**config.mk**
```make
export PLATFORM = sky130hd
export DESIGN_NAME = stepper_move_ctrl
export DESIGN_NICKNAME = d
export VERILOG_FILES = /design/src/rtl/stepper_pkg.sv /design/src/rtl/step_timer.sv /design/src/rtl/stepper_move_ctrl.sv
export SDC_FILE = /design/constraint.sdc
export NUM_CORES = 1
export LEC_CHECK = 0
export ABC_AREA = 1
export ABC_CLOCK_PERIOD_IN_PS = 4700
export BUFFER_PORTS_ARGS = -buffer_cell sky130_fd_sc_hd__buf_2
export CAP_MARGIN = 20
export CORE_ASPECT_RATIO = 1.4
export CORE_MARGIN = 5
export CORE_UTILIZATION = 64
export CTS_BUF_LIST = sky130_fd_sc_hd__clkbuf_4 sky130_fd_sc_hd__clkbuf_8 sky130_fd_sc_hd__clkbuf_16
export CTS_CLUSTER_SIZE = 24
export DETAILED_ROUTE_END_ITERATION = 8
export PLACE_DENSITY = 0.89
export SYNTH_ARGS = -nofsm -noshare
export SYNTH_HDL_FRONTEND = slang
export SYNTH_SLANG_ARGS = --single-unit
```
**constraint.sdc**
```tcl
create_clock -name i_clk -period 4.7 [get_ports i_clk]
set_input_delay 0.47 -clock i_clk [delete_from_list [all_inputs] [get_ports i_clk]]
set_output_delay 0.47 -clock i_clk [all_outputs]
set_load 0.03 [all_outputs]
```
**src/rtl/stepper_pkg.sv**
```systemverilog
// Shared state encoding and position-flag codes for the stepper motion path.
// Also used by the coil-pattern driver.
package stepper_pkg;

    typedef enum logic [2:0] {
        IDLE   = 3'd0,
        ACCEL  = 3'd1,
        CRUISE = 3'd2,
        DECEL  = 3'd3,
        DONE   = 3'd4
    } state_t;

    localparam logic [1:0] FLAG_HOME  = 2'b00;
    localparam logic [1:0] FLAG_LIMIT = 2'b01;
    localparam logic [1:0] FLAG_MID   = 2'b10;

    function automatic logic [1:0] pos_flag(input int unsigned pos, input int unsigned limit);
        if (pos == 0) return FLAG_HOME;
        if (pos >= limit) return FLAG_LIMIT;
        return FLAG_MID;
    endfunction

endpackage

```
**src/rtl/step_timer.sv**
```systemverilog
// Loadable step-period down-counter; o_expire_c is high for the single cycle
// in which the count sits at 1, so a load of N yields expiry N cycles later.
module step_timer #(
    parameter int unsigned P_PER_W = 16
) (
    input  logic               i_clk,
    input  logic               i_rst_n,
    input  logic               i_load,
    input  logic [P_PER_W-1:0] i_load_val,
    output logic               o_expire_c
);

    logic [P_PER_W-1:0] r_cnt;

    always_ff @(posedge i_clk or negedge i_rst_n) begin
        if (!i_rst_n) begin
            r_cnt <= '0;
        end else if (i_load) begin
            r_cnt <= i_load_val;
        end else if (r_cnt != '0) begin
            r_cnt <= r_cnt - P_PER_W'(1);
        end
    end

    assign o_expire_c = (r_cnt == P_PER_W'(1));

endmodule

```
**src/rtl/stepper_move_ctrl.sv**
```systemverilog
// Absolute-position motion sequencer: accepts target commands and emits ramped
// step/dir pulses to the coil driver while tracking position and travel status.
module stepper_move_ctrl
    import stepper_pkg::*;
#(
    parameter int unsigned P_COUNT_LIMIT = 200,
    parameter int unsigned P_POS_W       = 8,
    parameter int unsigned P_PER_W       = 16,
    parameter int unsigned P_PER_START   = 1000,
    parameter int unsigned P_PER_MIN     = 200,
    parameter int unsigned P_PER_DELTA   = 100
) (
    input  logic               i_clk,
    input  logic               i_rst_n,
    input  logic               i_cmd_valid,
    output logic               o_cmd_ready,
    input  logic [P_POS_W-1:0] i_cmd_target,
    input  logic               i_abort,
    output logic               o_step,
    output logic               o_dir,
    output logic [P_POS_W-1:0] o_pos,
    output logic [1:0]         o_pos_flag,
    output logic               o_busy,
    output logic               o_done
);

    localparam logic [P_POS_W-1:0] C_LIMIT = P_POS_W'(P_COUNT_LIMIT);
    localparam logic [P_PER_W-1:0] C_START = P_PER_W'(P_PER_START);
    localparam logic [P_PER_W-1:0] C_MIN   = P_PER_W'(P_PER_MIN);
    localparam logic [P_PER_W-1:0] C_DELTA = P_PER_W'(P_PER_DELTA);

    state_t             r_state, w_state_nxt;
    logic [P_POS_W-1:0] r_pos, w_pos_nxt;
    logic [P_POS_W-1:0] r_rem, w_rem_nxt;
    logic [P_POS_W-1:0] r_ramp, w_ramp_nxt;
    logic [P_PER_W-1:0] r_per, w_per_nxt;
    logic               r_dir, w_dir_nxt;
    logic               r_step, w_step_nxt;
    logic               r_done, w_done_nxt;
    logic               r_busy, r_ready;
    logic [1:0]         r_flag;

    logic               w_zero_move;
    logic               w_load;
    logic [P_PER_W-1:0] w_load_val;
    logic               w_expire;
    logic               w_blocked;
    logic [P_POS_W-1:0] w_tgt;
    logic [P_POS_W-1:0] w_abort_cap;
    logic [P_PER_W-1:0] w_per_dn, w_per_up;

    step_timer #(.P_PER_W(P_PER_W)) u_timer (
        .i_clk      (i_clk),
        .i_rst_n    (i_rst_n),
        .i_load     (w_load),
        .i_load_val (w_load_val),
        .o_expire_c (w_expire)
    );

    // Next-state, datapath and output decode
    always_comb begin
        w_state_nxt = r_state;
        w_pos_nxt   = r_pos;
        w_rem_nxt   = r_rem;
        w_ramp_nxt  = r_ramp;
        w_per_nxt   = r_per;
        w_dir_nxt   = r_dir;
        w_step_nxt  = 1'b0;
        w_zero_move = 1'b0;
        w_load      = 1'b0;
        w_load_val  = C_START;
        w_abort_cap = '0;

        w_tgt     = (i_cmd_target > C_LIMIT) ? C_LIMIT : i_cmd_target;
        w_blocked = r_dir ? (r_pos >= C_LIMIT) : (r_pos == '0);
        w_per_dn  = (r_per > C_DELTA && (r_per - C_DELTA) > C_MIN) ? r_per - C_DELTA : C_MIN;
        w_per_up  = (r_per < C_START && (C_START - r_per) > C_DELTA) ? r_per + C_DELTA : C_START;

        unique case (r_state)
            IDLE: begin
                if (i_cmd_valid) begin
                    if (w_tgt == r_pos) begin
                        w_zero_move = 1'b1;
                    end else begin
                        w_dir_nxt   = (w_tgt > r_pos);
                        w_rem_nxt   = (w_tgt > r_pos) ? w_tgt - r_pos : r_pos - w_tgt;
                        w_ramp_nxt  = '0;
                        w_per_nxt   = C_START;
                        w_load      = 1'b1;
                        w_load_val  = C_START;
                        w_state_nxt = ACCEL;
                    end
                end
            end
            ACCEL, CRUISE, DECEL: begin
                if (w_expire) begin
                    // A step that would leave the travel range is suppressed and ends the move
                    if (w_blocked) begin
                        w_state_nxt = DONE;
                    end else begin
                        w_step_nxt = 1'b1;
                        w_pos_nxt  = r_dir ? r_pos + P_POS_W'(1) : r_pos - P_POS_W'(1);
                        w_rem_nxt  = r_rem - P_POS_W'(1);
                        if (r_state == ACCEL) begin
                            w_per_nxt  = w_per_dn;
                            w_ramp_nxt = (r_ramp == '1) ? r_ramp : r_ramp + P_POS_W'(1);
                        end else if (r_state == DECEL) begin
                            w_per_nxt  = w_per_up;
                            w_ramp_nxt = (r_ramp == '0) ? r_ramp : r_ramp - P_POS_W'(1);
                        end
                        if (w_rem_nxt == '0) begin
                            w_state_nxt = DONE;
                        end else if (r_state != DECEL && w_rem_nxt <= w_ramp_nxt) begin
                            w_state_nxt = DECEL;
                        end else if (r_state == ACCEL && w_per_nxt == C_MIN) begin
                            w_state_nxt = CRUISE;
                        end
                        w_load     = (w_rem_nxt != '0);
                        w_load_val = w_per_nxt;
                    end
                end
                // Abort keeps the step already being timed, then ramps down over the built-up ramp
                if (i_abort && w_state_nxt != DONE) begin
                    w_abort_cap = (w_ramp_nxt == '0) ? P_POS_W'(1) : w_ramp_nxt;
                    if (w_rem_nxt > w_abort_cap) w_rem_nxt = w_abort_cap;
                    w_state_nxt = DECEL;
                end
            end
            DONE: begin
                w_state_nxt = IDLE;
            end
            default: begin
                w_state_nxt = IDLE;
            end
        endcase

        w_done_nxt = (w_state_nxt == DONE) || w_zero_move;
    end

    always_ff @(posedge i_clk or negedge i_rst_n) begin
        if (!i_rst_n) begin
            r_state <= IDLE;
            r_pos   <= '0;
            r_rem   <= '0;
            r_ramp  <= '0;
            r_per   <= C_START;
            r_dir   <= 1'b1;
            r_step  <= 1'b0;
            r_done  <= 1'b0;
            r_busy  <= 1'b0;
            r_ready <= 1'b1;
            r_flag  <= FLAG_HOME;
        end else begin
            r_state <= w_state_nxt;
            r_pos   <= w_pos_nxt;
            r_rem   <= w_rem_nxt;
            r_ramp  <= w_ramp_nxt;
            r_per   <= w_per_nxt;
            r_dir   <= w_dir_nxt;
            r_step  <= w_step_nxt;
            r_done  <= w_done_nxt;
            r_busy  <= (w_state_nxt != IDLE);
            r_ready <= (w_state_nxt == IDLE);
            r_flag  <= pos_flag(32'(w_pos_nxt), P_COUNT_LIMIT);
        end
    end

    assign o_cmd_ready = r_ready;
    assign o_step      = r_step;
    assign o_dir       = r_dir;
    assign o_pos       = r_pos;
    assign o_pos_flag  = r_flag;
    assign o_busy      = r_busy;
    assign o_done      = r_done;

endmodule

```
# ---- Word level (Yosys, flattened, before mapping)
# Cells that the tools add are included.
# W data, S select, Z words.
dict set report totals {
  regBits 66
  latchBits 0
  ramBits 0
  rom_bits 0
  in_bits 12
  out_inout_bits 15
  word_cells 144
  n_memories 0
}
dict set report op_classes {
  addsub 11
  mul 0
  div 0
  magnitude_cmp 10
  n_eq_ne 14
  shift 0
  mux 74
  n_bitwise 1
  reduce_logical 22
}
# op count
set op_table {}
lappend op_table {{$mux W16} 16}
lappend op_table {{$mux W8} 26}
lappend op_table {{$logic_not A8 Y1} 5}
lappend op_table {{$gt A16 B7 Y1 const B} 2}
lappend op_table {{$pmux W16 S2} 1}
lappend op_table {{$pmux W8 S2} 2}
lappend op_table {{$mux W3} 9}
lappend op_table {{$sub A8 B1 Y8 const B} 3}
lappend op_table {{$add A16 B7 Y16 const B} 1}
lappend op_table {{$add A8 B1 Y8 const B} 2}
lappend op_table {{$eq A16 B1 Y1 const B} 1}
lappend op_table {{$eq A16 B8 Y1 const B} 1}
lappend op_table {{$ge A8 B8 Y1 const B} 2}
lappend op_table {{$gt A16 B8 Y1 const B} 1}
lappend op_table {{$gt A8 B8 Y1} 2}
lappend op_table {{$lt A16 B10 Y1 const B} 1}
lappend op_table {{$reduce_bool A16 Y1} 1}
lappend op_table {{$sub A10 B16 Y16 const A} 1}
lappend op_table {{$sub A16 B1 Y16 const B} 1}
lappend op_table {{$sub A16 B7 Y16 const B} 1}
lappend op_table {{$sub A8 B8 Y8} 2}
lappend op_table {{$mux W1} 14}
lappend op_table {{$eq A8 B8 Y1} 1}
lappend op_table {{$eq A8 B8 Y1 const B} 1}
lappend op_table {{22 further kinds} 35}

# ---- Logic depth before layout (Yosys ltp)
dict set report depth {
  word_depth 23
  depth_mapped 28
  mapped_depth_nobuf 28
}

# ---- Hierarchy
# Synthesis repeated with hierarchy kept, for this count alone.
dict set report hier_totals {
  hier_cells 1067
  hier_area_um2 6980.4
}
# module n_inst cells_each area_per_inst_um2 seq_area_each_um2
set by_module_without_submodules {}
lappend by_module_without_submodules {stepper_move_ctrl 1 904 5811.8 1261.2}
lappend by_module_without_submodules {step_timer 1 163 1168.6 400.4}

# ---- Worst setup path before layout
# Ideal clock, no wire load.
dict set report synth_timing {
  path_kind {in2reg}
  from {in i_cmd_target[2]}
  to {reg r_rem[7]}
  setup_ps 124
  arrival_ps 3455
  required_time_ps 4576
  path_slack_ps 1121
  cell_stages 22
  n_path_buf 0
  path_cell_list {inv_1 > a31oi_1 > o311ai_0 > inv_1 > nor2_1 > inv_1 > ha_1 > fa_1 > o21ai_0 > inv_1 > o211ai_1 > nand2_1 > inv_1 > nand2_1 > nand2_1 > nand3_1 > o211ai_1 > a21oi_1 > o211ai_1 > xor2_1 > o21ai_0 > a21oi_2}
}
dict set report synth_via {
  elab_chain_len 7
  elab_cells_between_ends 12
  classes_between {2 x add/sub; 2 x order compare; 2 x eq/ne; 5 x mux; 1 x reduce/logical}
}
# element line_no
set synth_rtl {}
lappend synth_rtl {{start: declaration} stepper_move_ctrl.sv:17} ;# input logic [P_POS_W-1:0] i_cmd_target,
lappend synth_rtl {{$gt A8 B8 Y1} stepper_move_ctrl.sv:74} ;# w_tgt = (i_cmd_target > C_LIMIT) ? C_LIMIT : i_cmd_target;
lappend synth_rtl {{$mux W8 *} stepper_move_ctrl.sv:74}
lappend synth_rtl {{$sub A8 B8 Y8 or $gt A8 B8 Y1 (tied branches)} stepper_move_ctrl.sv:86} ;# w_rem_nxt = (w_tgt > r_pos) ? w_tgt - r_pos : r_pos - w_tgt;
lappend synth_rtl {{$mux W8} stepper_move_ctrl.sv:86}
lappend synth_rtl {{$mux W8} stepper_move_ctrl.sv:82} ;# if (w_tgt == r_pos) begin
lappend synth_rtl {{$mux W8} stepper_move_ctrl.sv:81} ;# if (i_cmd_valid) begin
lappend synth_rtl {{$pmux W8 S2} stepper_move_ctrl.sv:79} ;# unique case (r_state)
lappend synth_rtl {{end signal: assignment} stepper_move_ctrl.sv:156} ;# r_rem <= w_rem_nxt;
lappend synth_rtl {{end: declaration} stepper_move_ctrl.sv:34} ;# logic [P_POS_W-1:0] r_rem, w_rem_nxt;
# Every way passes the cells marked *; elsewhere a longest branch is shown, timed or not. The select of a mux whose other input is x is not followed.
# A chain may end at the register's enable or synchronous reset.

# ---- Worst setup path after layout
dict set report layout_timing {
  from {reg u_timer.r_cnt[14]}
  to {reg r_rem[0]}
}
dict set report layout_via {
  elab_chain_len 9
  elab_cells_between_ends 15
  classes_between {1 x order compare; 2 x eq/ne; 10 x mux; 2 x reduce/logical}
}
# element line_no
set layout_rtl {}
lappend layout_rtl {{start: declaration} step_timer.sv:13} ;# logic [P_PER_W-1:0] r_cnt;
lappend layout_rtl {{start signal: assignment} step_timer.sv:19} ;# r_cnt <= i_load_val;
lappend layout_rtl {{start signal: assignment} step_timer.sv:21} ;# r_cnt <= r_cnt - P_PER_W'(1);
lappend layout_rtl {{$eq A16 B1 Y1 *} step_timer.sv:25} ;# assign o_expire_c = (r_cnt == P_PER_W'(1));
lappend layout_rtl {{$mux W8} stepper_move_ctrl.sv:96} ;# if (w_expire) begin
lappend layout_rtl {{$mux W8} stepper_move_ctrl.sv:79}
lappend layout_rtl {{$logic_not A8 Y1} stepper_move_ctrl.sv:124} ;# w_abort_cap = (w_ramp_nxt == '0) ? P_POS_W'(1) : w_ramp_nxt;
lappend layout_rtl {{$mux W8} stepper_move_ctrl.sv:124}
lappend layout_rtl {{$gt A8 B8 Y1} stepper_move_ctrl.sv:125} ;# if (w_rem_nxt > w_abort_cap) w_rem_nxt = w_abort_cap;
lappend layout_rtl {{$mux W8} stepper_move_ctrl.sv:125}
lappend layout_rtl {{$mux W8 *} stepper_move_ctrl.sv:123} ;# if (i_abort && w_state_nxt != DONE) begin
lappend layout_rtl {{$pmux W8 S2 *} stepper_move_ctrl.sv:79}
# Marked as above.

==> flow_summary.toml <==
[power_and_ir_drop]
clkPwrFrac_pct = 46.9
powerDensity_nw_per_um2 = 196.9
internal_power_w = 0.001066
switching_share_pct = 26.66
finalPower_w = 0.001453
p_comb_share_pct = 11.3
p_leak_nw = 3.865
irDropWorstVdd_v = 0.0001678
p_seq_share_pct = 41.8
p_sw_w = 0.0003874

[sta]
fmax_mhz = 255.5
setup_viol = 0
fin_setup_tns_ns = 0
finalCritPeriodShare_pct = 83.27
report.final.slew_viol_count = 0
skew_ns = 0.009343
rsz0062_at_grt = "no"
worstMarginPinSlew_ns = 0.7439
final.min_clock_period_ns = 3.914
slew_headroom_pct = 50.22
finalHoldViolations = 0

[clocking]
cts_buffers = 9
cts.sinks = 66
cts_buffer_depth = 2
h-tree-depth = 3
ctsHoldBuffers = 0
post_cts_resized = 0
clk_latency_ns = 0.34
post_cts_buffers = 0
clk_pin_slew_ns = 0.06
cts_tree = "done"
cts-root-buf = "clkbuf_16"

[placement]
gp_congestion = 0.9632
port_buffers = 26
placedCellCount = 1180
dp_hpwl_um = 14680

[die]
fp.dieW_um = 97.62
pin_count = 27
initial_core_util_pct = 65.75
die_h_um = 132.7
core_um2 = 10460
fp-row-count = 44
dieArea_um2 = 12950

[cells_and_area]
nNetsFinal = 1116
fillers = 901
multi_input_area_um2 = 4404
regArea_um2 = 1662
layout_common_cells = "nand2_1, inv_1, nor2_1, nand3_1, o21ai_0"
area_growth_pct = 7.349
antenna_cells = 0
fin_cells = 1196
drive_above_1_share_pct = 12.48
final_common_cell = "nand2_1"

[routing]
finalWirelength_um = 19010
wl_per_cell_um = 15.89
vias = 7182
drc = 0
first_pass_iters = 5
first_iter_violations = 649
ant_nets = 0
via_per_inst = 6.005

[grt]
gr-total-overflow = 0
grt_pass1_vias = 7051
antenna_found_initial = 0
grt_usage_pct = 29.87
grt_max_degree = 54
grt_pass1_wl_um = 32140

[synth]
yosys.area.top_type_share_pct = 21.10
synth_edf_count = 0
syn-num-nets = 1096
syn_inst = 1033
synth_seq_area_share_pct = 24.16
synth-async-reset-ratio_pct = 100.0
netlist_area_um2 = 6878
ys_top_cells_by_area = "dfrtp_1, nand2_1, ha_1"
yosys.area.top_type = "dfrtp_1"
avgSynthCellArea_um2 = 6.658
synth_ff_type = "dfrtp_1"
yosysWarnings = 0
synth.ff_latch_count = 66
ys_types = 56

[run_status]
status = "finished clean"

[min_path]
hp-class = "input pin to asynchronous set/reset pin"

[critical_path]
r2r_end = "r_rem[0]$_DFFE_PN0P_"
r2r_slack_ns = 0.79
arrival_ns = 4.18
r2r_cells = 23
cp_max_fo = 23
start_kind = "flop"
worstPathRequired_ns = 4.97
worst-setup-path-type = "flop to flop"
reg2reg_from = "u_timer.r_cnt[14]$_DFFE_PN0P_"
end_kind = "flop"

[job]
maxCapViolations = 0
==> final cells by class <==
cell class,count,share of cell area (%)
inverter,169,8.863
tap,138,2.339
clock buffer,9,3.050
clock inverter,7,1.017
timing repair buffer,34,2.576
multi-input combinational,773,59.65
sequential,66,22.50
==> critical path, cell delays in order (launching register included) <==
cell	delay, ns
dfrtp_1	0.41
nor2_2	0.18
inv_2	0.04
nor2_1	0.14
inv_1	0.09
nor3_2	0.14
nand3_1	0.16
nor3_2	0.17
buf_4	0.28
inv_1	0.21
a21oi_1	0.24
inv_1	0.11
ha_1	0.33
nand2_1	0.11
nor2_1	0.06
a211oi_1	0.19
a21oi_1	0.09
buf_4	0.18
or2_2	0.29
nand2_1	0.07
nand3_1	0.07
nand2_1	0.07
nand2_1	0.06
a21oi_2	0.13
==> kinds of logic (layout without fill, tap and decap cells) <==
logic type / after synthesis / after routing / synth area share (%)
AO/OA/AOI/OAI: 189 / 189 / 16.25
adder cells (fa/ha/maj): 51 / 51 / 9.605
XOR/XNOR: 36 / 36 / 4.584
AND/OR/NAND/NOR: 497 / 497 / 33.60
buffers and inverters: 194 / 219 / 11.81
flip-flops: 66 / 66 / 24.16
==> power by group through the flow <==
stage                     combinational [W]  clock [W]  sequential (W)
final                              0.000164   0.000681        0.000608
after global routing               0.000186   0.000717        0.000611
after CTS                          0.000163   0.000684        0.000607
after detailed placement           0.000162          0        0.000617
after global placement             0.000159          0        0.000616
after floorplan                    0.000118          0        0.000613
==> metrics by stage <==
stage | cell area (µm²) | hold WS [ns] | setup slack [ns] | utilization [%]
after global routing | 7383 | 0.02657 | 0.4260 | 70.59
after detailed placement | 7083 | 0.3768 | 0.5306 | 67.72
final | 7383 | 0.01761 | 0.7863 | 70.59
after floorplan | 6878 | 0.1744 | 1.121 | -
after CTS | 7383 | 0.02022 | 0.8266 | 70.59
after global placement | 7083 | 0.3724 | 0.7434 | 67.72
==> state kept, by name, summed over array words and instances (netlist names) <==
register and cells:
o_dir 1, r_ramp 8, o_cmd_ready 1, u_timer.r_cnt 16, o_pos_flag 2, r_per 16, o_step 1, r_rem 8
o_done 1, o_busy 1, r_state 3, o_pos 8
==> how the worst max path moves through the flow <==
stage                                             start              endpoint  cells after the start
after floorplan                         i_cmd_target[2]  r_rem[7]$_DFFE_PN0P_                     22
after global placement                  i_cmd_target[2]  r_rem[7]$_DFFE_PN0P_                     23
after detailed placement                i_cmd_target[2]  r_rem[7]$_DFFE_PN0P_                     23
after CTS                 u_timer.r_cnt[14]$_DFFE_PN0P_  r_rem[0]$_DFFE_PN0P_                     23
after global routing                  o_dir$_DFFE_PN1P_  r_rem[0]$_DFFE_PN0P_                     21
final                     u_timer.r_cnt[14]$_DFFE_PN0P_  r_rem[0]$_DFFE_PN0P_                     23
==> cell usage after synthesis, types with 5 or more instances <==
library cell and n:
buf_4 6, nor2_4 6, xor2_1 33, o21ai_1 6
nor2_2 12, clkbuf_1 9, nand3_1 66, nand2_2 10
nor3_1 22, o211ai_1 10, nor2_1 111, nand3_2 9
a21oi_1 57, ha_1 48, o22ai_1 13, inv_2 12
dfrtp_1 58, o21ai_0 63, nand2_4 5, nand4_1 31
nor4_1 7, a22oi_1 5, dfstp_2 8, buf_6 5
nand2_1 209, inv_1 152
==> per-layer routing <==
layer	vias up	GRT usage, %	part of all wire (%)
met5	-	0	0
met2	335	52.90	51
li1	3456	-	-
met4	0	17.47	4.9
met1	3304	33.83	39
met3	87	4.371	5.7
(Power assumes the default switching activity.)
